File: config.mk
export PLATFORM = sky130hd
export DESIGN_NAME = rpc2_ctrl_fifo_rd_stream
export DESIGN_NICKNAME = d
export VERILOG_FILES = /design/src/rtl/rpc2_ctrl_rd_stream_pkg.sv /design/src/rtl/rpc2_ctrl_skid_buf.sv /design/src/rtl/rpc2_ctrl_fifo_rd_stream.sv
export SDC_FILE = /design/constraint.sdc
export NUM_CORES = 1
export LEC_CHECK = 0
export CAP_MARGIN = 10
export CORE_ASPECT_RATIO = 1.1
export CORE_MARGIN = 8
export CORE_UTILIZATION = 58
export CTS_CLUSTER_SIZE = 20
export DETAILED_ROUTE_END_ITERATION = 7
export MAX_ROUTING_LAYER = met4
export PLACE_DENSITY = 0.82
export SLEW_MARGIN = 20
export SYNTH_ARGS = -nofsm -noshare
export SYNTH_HDL_FRONTEND = slang
export SYNTH_SLANG_ARGS = --single-unit
File: constraint.sdc
create_clock -name clk -period 5 [get_ports clk]
set_input_delay 1 -clock clk [delete_from_list [all_inputs] [get_ports clk]]
set_output_delay 1 -clock clk [all_outputs]
set_load 0.02 [all_outputs]
File: src/rtl/rpc2_ctrl_rd_stream_pkg.sv
// rpc2_ctrl_rd_stream_pkg: shared types and constants for the FIFO read-stream engine
package rpc2_ctrl_rd_stream_pkg;

    typedef enum logic {
        IDLE  = 1'b0,
        BURST = 1'b1
    } state_t;

    localparam int SKID_DEPTH = 3;
    localparam int STAT_W     = 16;

    // Occupancy value meaning "buffer full", sized to the occupancy counter.
    localparam logic [1:0] SKID_FULL = 2'(SKID_DEPTH);

    // Circular pointer advance over the SKID_DEPTH entries.
    function automatic logic [1:0] skid_ptr_next(input logic [1:0] p);
        return (p == SKID_FULL - 2'd1) ? 2'd0 : p + 2'd1;
    endfunction

endpackage

File: src/rtl/rpc2_ctrl_skid_buf.sv
// rpc2_ctrl_skid_buf: 3-entry in-order buffer absorbing FIFO read latency; burst-agnostic
module rpc2_ctrl_skid_buf
    import rpc2_ctrl_rd_stream_pkg::*;
#(
    parameter int W = 16
) (
    input  logic         clk,
    input  logic         rst,
    input  logic         push,
    input  logic [W-1:0] push_data,
    input  logic         pop,
    output logic [W-1:0] head_data,
    output logic [1:0]   occ
);

    logic [W-1:0] mem [SKID_DEPTH];
    logic [1:0]   rd_ptr;
    logic [1:0]   wr_ptr;
    logic         wr_en;
    logic         rd_en;

    // A push into a full buffer or a pop from an empty one is dropped.
    assign wr_en     = push && (occ != SKID_FULL);
    assign rd_en     = pop && (occ != 2'd0);
    assign head_data = mem[rd_ptr];

    // Pointer and occupancy tracking; simultaneous push/pop keeps occ unchanged.
    always_ff @(posedge clk) begin
        if (rst) begin
            rd_ptr <= 2'd0;
            wr_ptr <= 2'd0;
            occ    <= 2'd0;
        end else begin
            rd_ptr <= rd_en ? skid_ptr_next(rd_ptr) : rd_ptr;
            wr_ptr <= wr_en ? skid_ptr_next(wr_ptr) : wr_ptr;
            occ    <= occ + {1'b0, wr_en} - {1'b0, rd_en};
        end
    end

    // Storage needs no reset: contents are only observed while occ is non-zero.
    always_ff @(posedge clk) begin
        if (wr_en) mem[wr_ptr] <= push_data;
    end

endmodule

File: src/rtl/rpc2_ctrl_fifo_rd_stream.sv
// rpc2_ctrl_fifo_rd_stream: drains a FIFO into length-programmed valid/ready bursts.
// Optional starvation counter stat_stall_cnt enabled by RPC2_CTRL_RD_STREAM_STAT_EN.
module rpc2_ctrl_fifo_rd_stream
    import rpc2_ctrl_rd_stream_pkg::*;
#(
    parameter int FIFO_DATA_WIDTH = 16,
    parameter int LEN_BITS        = 8
) (
    input  logic                       clk,
    input  logic                       rst,
    input  logic                       fifo_empty,
    output logic                       fifo_rd_en,
    input  logic [FIFO_DATA_WIDTH-1:0] fifo_rd_data,
    input  logic                       len_valid,
    output logic                       len_ready,
    input  logic [LEN_BITS-1:0]        len,
    output logic                       o_valid,
    input  logic                       o_ready,
    output logic [FIFO_DATA_WIDTH-1:0] o_data,
    output logic                       o_last,
    output logic                       busy
`ifdef RPC2_CTRL_RD_STREAM_STAT_EN
    ,
    output logic [STAT_W-1:0]          stat_stall_cnt
`endif
);

    state_t                     state;
    logic [LEN_BITS:0]          rd_left;
    logic [LEN_BITS:0]          beat_left;
    logic                       inflight;
    logic [1:0]                 occ;
    logic [FIFO_DATA_WIDTH-1:0] head_data;
    logic                       accept;

    assign len_ready = (state == IDLE);
    assign busy      = (state == BURST);
    assign o_valid   = (occ != 2'd0);
    assign o_data    = o_valid ? head_data : '0;
    assign o_last    = o_valid && (beat_left == (LEN_BITS+1)'(1));
    assign accept    = o_valid && o_ready;

    // Fetch only while the buffer plus the word in flight leaves room; o_ready is
    // deliberately not used so there is no combinational ready-to-pop path.
    assign fifo_rd_en = busy && !fifo_empty && (rd_left != '0) &&
                        (({1'b0, occ} + {2'b0, inflight}) < 3'(SKID_DEPTH));

    // Burst control: load counters at the command handshake, count fetches and beats.
    always_ff @(posedge clk) begin
        if (rst) begin
            state     <= IDLE;
            rd_left   <= '0;
            beat_left <= '0;
            inflight  <= 1'b0;
        end else begin
            inflight <= fifo_rd_en;
            if (state == IDLE) begin
                if (len_valid) begin
                    state     <= BURST;
                    rd_left   <= {1'b0, len} + 1'b1;
                    beat_left <= {1'b0, len} + 1'b1;
                end
            end else begin
                rd_left   <= fifo_rd_en ? rd_left - 1'b1 : rd_left;
                beat_left <= accept ? beat_left - 1'b1 : beat_left;
                state     <= (accept && o_last) ? IDLE : BURST;
            end
        end
    end

    rpc2_ctrl_skid_buf #(
        .W(FIFO_DATA_WIDTH)
    ) u_skid (
        .clk       (clk),
        .rst       (rst),
        .push      (inflight),
        .push_data (fifo_rd_data),
        .pop       (accept),
        .head_data (head_data),
        .occ       (occ)
    );

`ifdef RPC2_CTRL_RD_STREAM_STAT_EN
    // Count burst cycles with nothing to present, saturating; restart per command.
    always_ff @(posedge clk) begin
        if (rst || (len_valid && len_ready)) begin
            stat_stall_cnt <= '0;
        end else if (busy && !o_valid && (stat_stall_cnt != '1)) begin
            stat_stall_cnt <= stat_stall_cnt + 1'b1;
        end
    end
`endif

endmodule

== Word level (Yosys, flattened, before mapping) ==
Memories as Yosys holds them, arrays and structs flattened. A register that Yosys moved wholly into a read port is not among the register bits.
Cells that the tools add are included.

* Memories kept: 1
* Bits of input ports: 29
* Register bits after elaboration: 26
* Bits in writable memories: 48
* Logic and storage cells: 53

* $add $sub $neg: 8
* $lt $le $gt $ge: 1
* Equal/unequal tests: 6
* Reductions and logical operators: 14
* Bitwise logic cells: 1
* Multiplexer cells: 15

{| class="wikitable"
|+ Memory list
! memory !! depth !! bits a word !! rd ports !! clocked after memory_dff !! write ports !! RTL line !! text
|-
| u_skid.mem || 3 || 16 || 1 || 1 || 1 || rpc2_ctrl_skid_buf.sv:16 || <nowiki>logic [W-1:0] mem [SKID_DEPTH];</nowiki>
|}

{| class="wikitable"
|+ Operators by type and width
! operator !! count
|-
| 9-bit two-way mux || 5
|-
| 9-bit by 1-bit subtractor with 9-bit output, second input constant || 2
|-
| 16-bit two-way mux || 1
|-
| 8-bit by 1-bit adder with 9-bit output, second input constant || 1
|-
| 9-bit by 1-bit equality test with 1-bit output, second input constant || 1
|-
| 9-bit nonzero test || 1
|-
| 1-bit logical AND || 8
|-
| 2-bit two-way mux || 4
|-
| 1-bit two-way mux || 5
|-
| 2-bit by 1-bit adder with 2-bit output, second input constant || 2
|-
| 2-bit equality test, second input constant || 2
|-
| 2-bit inequality test, second input constant || 2
|-
| 2-bit AND reduction || 2
|-
| 2-bit nonzero test || 2
|-
| 2-bit by 1-bit adder with 3-bit output || 1
|-
| 3-bit by 2-bit less-than comparator with 1-bit output, second input constant || 1
|-
| 2-bit by 1-bit adder with 2-bit output || 1
|-
| 2-bit by 1-bit inequality test with 1-bit output, second input constant || 1
|-
| 2-bit by 1-bit subtractor with 2-bit output || 1
|-
| 1-bit zero test || 1
|-
| 1-bit inverter || 1
|}

== Longest topological paths before layout ==
* Word-level depth: 6
* Mapped depth: 8
* Gate-level depth less buffers: 8

== By module ==
From an unflattened synthesis, not the netlist that was laid out.

* Cell total of the unflattened synthesis: 328
* Area, all modules: 3612.2 µm²

{| class="wikitable"
|+ By module, submodules not included
! module !! times used !! cells each !! area an instance (µm²)
|-
| rpc2_ctrl_skid_buf || 1 || 134 || 2153.3
|-
| rpc2_ctrl_fifo_rd_stream || 1 || 194 || 1458.9
|}

== Least setup slack after synthesis ==
OpenSTA, ideal clock, no wires.

* Path kind: input-to-output
* Start: input fifo_empty
* End: output fifo_rd_en
* Required time: 4.000 ns
* Data arrival time: 1.701 ns
* Stages: 4
* Path slack: 2.299 ns
* Path through: a211oi_1 > nand2_1 > or2_2 > inv_1

* Longest elaborated chain between the ends: 4

{| class="wikitable"
|+ RTL lines
! item !! RTL line !! text
|-
| start: declaration || rpc2_ctrl_fifo_rd_stream.sv:11 || <nowiki>input logic fifo_empty,</nowiki>
|-
| 1-bit zero test || rpc2_ctrl_fifo_rd_stream.sv:45 || <nowiki>assign fifo_rd_en = busy && !fifo_empty && (rd_left != '0) &&</nowiki>
|-
| 1-bit logical AND (3 in series) || rpc2_ctrl_fifo_rd_stream.sv:45 ||
|-
| end: declaration || rpc2_ctrl_fifo_rd_stream.sv:12 || <nowiki>output logic fifo_rd_en,</nowiki>
|}

Every way passes these cells.

== Worst setup path in the final report ==
Same ends and word-level chain as after synthesis.

==> impl_metrics.ini <==
[status]
outcome = completed

[flow_run]
maxCapViolations = 0

[grt]
track_usage_pct = 17.5
grt_pass1_wl_mm = 12.3
grt_max_degree = 33
grt-ovfl-total = 0
antenna_found_initial = 0
first_global_vias = 2601

[sta]
worst_slew_pin_slew_ns = 1.04
maxSlewHeadroom_pct = 30.3
drv_slew = 0
finClkSkew_ns = 0.0101
rsz0062_at_grt = no
finalSetupViolCount = 0
tns_ns = 0
fin_crit_sh_pct = 75.0
report.final.hold_viol_count = 0
fmax_mhz = 267
fin_crit_ns = 3.75

[synth]
ys_warn_count = 0
synth_area_mm2 = 0.00349
avgSynthCellArea_um2 = 10.5
syn-num-nets = 371
synthCells = 334
synth_cell_types = 46
ys_seq_elements = 76
synth-main-ff-cell = edfxtp_1
synth_enable_flop_cells = 48
synth-seq-area-share_pct = 57.3
async_flop_share_pct = 0

[setup_path]
cp-end-kind = primary output
critPathCapture = fifo_rd_en
path_class = input port to primary output
crit_required_ns = 4.00
worstPathMaxFanout = 3
rr_startpoint = u_skid.occ[0]
worstSetupStartpoint = fifo_empty
arrival_ns = 2.75
start_kind = input port
worstReg2RegEnd = rd_left[0]
r2r_slack_ns = 2.87
reg2reg_depth = 7

[placed_design]
dp_cells = 451
dpl.hpwl_mm = 5.07
io_buffers = 49
place.gp.congestion = 0.880

[cts]
cts_tree = yes
cts.sinks = 76
cts_buffer_depth = 2
clock_latency_ns = 0.34
hold_buffers = 0
cts-htree-levels = 3
ctsResizeCount = 0
postCtsSetupRepairBufs = 0
cts.clk_slew.worst_paths_ns = 0.09
cts_root_buf = clkbuf_8
cts_buffers = 9

[final_layout]
area_growth_pct = 21.5
multi_input_area_mm2 = 0.00138
drive_gt1_share_pct = 8.46
nFillCells = 422
ff_latch_area_mm2 = 0.00200
nNetsFinal = 422
finalNonFillerCells = 467
num_antenna_cells = 0

[die]
die_x_um = 90.0
io_pins = 50
die_h_um = 97.4
dieArea_mm2 = 0.00876
start_util_pct = 60.1
core_area_mm2 = 0.00581
num_rows = 29

[detailed_routing]
routed_wl_mm = 7.44
wl_per_cell_um = 15.9
via_count = 2685
antenna_left = 0
drt-pass1-iter-count = 4
first_iter_violations = 160
drc = 0
routed_via_density = 5.75

[power]
leakagePower_nw = 1.51
ir_worst_vdd_v = 0.000226
p_per_area_mw_per_mm2 = 423

[worst_hold_path]
hold_path_class = register to register
how the worst min path moves through the flow:
stage | slack, ns | cells after the start | to | from
after floorplan | 0.45 | 2 | beat_left[8] | beat_left[8]
after global placement | 0.47 | 2 | beat_left[8] | beat_left[8]
after detailed placement | 0.48 | 2 | beat_left[8] | beat_left[8]
after CTS | 0.49 | 2 | rd_left[1] | rd_left[1]
after global routing | 0.51 | 2 | rd_left[1] | rd_left[1]
final | 0.48 | 2 | beat_left[8] | beat_left[8]
cell families (layout without fill, tap and decap cells):
logic type	Yosys count	count (layout)	share of synthesized area, %
AND/OR/NAND/NOR	114	114	15.4
buffers and inverters	28	84	3.30
flip-flops	76	76	57.3
AO/OA/AOI/OAI	85	85	14.7
multiplexers	16	16	4.59
adder cells (fa/ha/maj)	8	8	2.87
XOR/XNOR	7	7	1.76
cell usage after synthesis, types with 2 or more instances:
cell type   n  share of area (%)
nor4_1      5               0.90
a311oi_1    4                1.0
mux2i_1    16                4.6
nor3_1     12                1.7
nand2b_1    3               0.54
o21ai_0    11                1.6
inv_1      13                1.4
o22ai_1     2               0.36
nand2_1    21                2.3
and3_1      5               0.90
nor2_1     50                5.4
clkbuf_1   11                1.2
or3_1       2               0.36
dfxtp_1    28                 16
o21ai_1     6               0.86
nand3_1     5               0.72
a21oi_1    40                5.7
xor2_1      4                1.0
a21oi_2     3               0.75
edfxtp_1   48                 41
or2_2       2               0.36
a211oi_1    4               0.86
nor3b_1     2               0.43
buf_2       2               0.29
o21a_1      2               0.43
ha_1        8                2.9
nor2b_1     2               0.36
o32ai_1     3               0.75
xnor2_1     3               0.75
cell usage in the layout, fill, tap and decap left out, drive strengths merged, types with 2 or more instances in the layout:
| master | Yosys | layout |
|---|---|---|
| nor3 | 12 | 12 |
| nand3 | 5 | 5 |
| nand2b | 3 | 3 |
| a311oi | 4 | 4 |
| xor2 | 4 | 4 |
| o21ai | 18 | 18 |
| o22ai | 2 | 2 |
| edfxtp | 48 | 48 |
| clkdlybuf4s50 | 0 | 48 |
| nor4 | 5 | 5 |
| ha | 8 | 8 |
| clkbuf | 11 | 9 |
| xnor2 | 3 | 3 |
| buf | 3 | 6 |
| nor2b | 2 | 2 |
| or2 | 2 | 2 |
| nand2 | 21 | 21 |
| a211oi | 4 | 4 |
| clkinvlp | 0 | 4 |
| or3 | 2 | 2 |
| o21a | 3 | 3 |
| mux2i | 16 | 16 |
| and3 | 5 | 5 |
| nor3b | 3 | 3 |
| inv | 13 | 16 |
| o32ai | 3 | 3 |
| nor2 | 50 | 50 |
| dfxtp | 28 | 28 |
| a21oi | 43 | 43 |
final cells by class:
type	count	area share, %
flip-flops and latches	76	47.2
multi-input cells	230	32.6
repair buffers	54	12.3
clock buffers	9	2.92
well taps	77	2.27
clock inverters	7	1.39
inverters	14	1.24
through the flow:
stage / hold slack, ns / utilization (%) / total power, W / setup WS [ns] / cell area, µm²
6_report: 0.484 / 73.0 / 0.00179 / 1.25 / 4240
3_5_place_dp: 0.475 / 70.0 / 0.00138 / 1.25 / 4060
5_1_grt: 0.511 / 73.0 / 0.00190 / 1.14 / 4240
2_1_floorplan: 0.451 / - / 0.00114 / 2.30 / 3490
4_1_cts: 0.486 / 73.1 / 0.00181 / 1.24 / 4250
3_3_place_gp: 0.465 / 70.0 / 0.00137 / 1.25 / 4060
sequential cells by signal, indices dropped and copies added (netlist names), named ones only:
name / flops
busy: 1
inflight: 1
u_skid.rd_ptr: 2
u_skid.mem: 48
beat_left: 9
rd_left: 9
u_skid.occ: 2
u_skid.wr_ptr: 2
worst max-delay path, stage by stage:
cell,delay [ns]
clkdlybuf4s50_1,0.42
a211oi_1,0.18
nand2_1,0.12
or2_2,0.33
inv_1,0.08
clkdlybuf4s50_1,0.61
report_power, final:
part,internal [W],switching [W],total (W)
combinational,0.000279,0.000326,0.000605
clock,0.000187,0.000238,0.000425
sequential,0.000703,0.0000609,0.000764
total,0.00117,0.000626,0.00179
metal layers:
layer / up-vias / routed length (µm) / share of wire (%) / GRT usage (%)
met3: 16 / 430 / 5.8 / 4.48
li1: 1322 / - / - / -
met1: 1257 / 3060 / 41 / 19.6
met4: 0 / 168 / 2.3 / 7.56
met5: - / 0 / 0 / -
met2: 90 / 3780 / 51 / 29.0
Note: power is estimated with default switching activity, not from simulation.
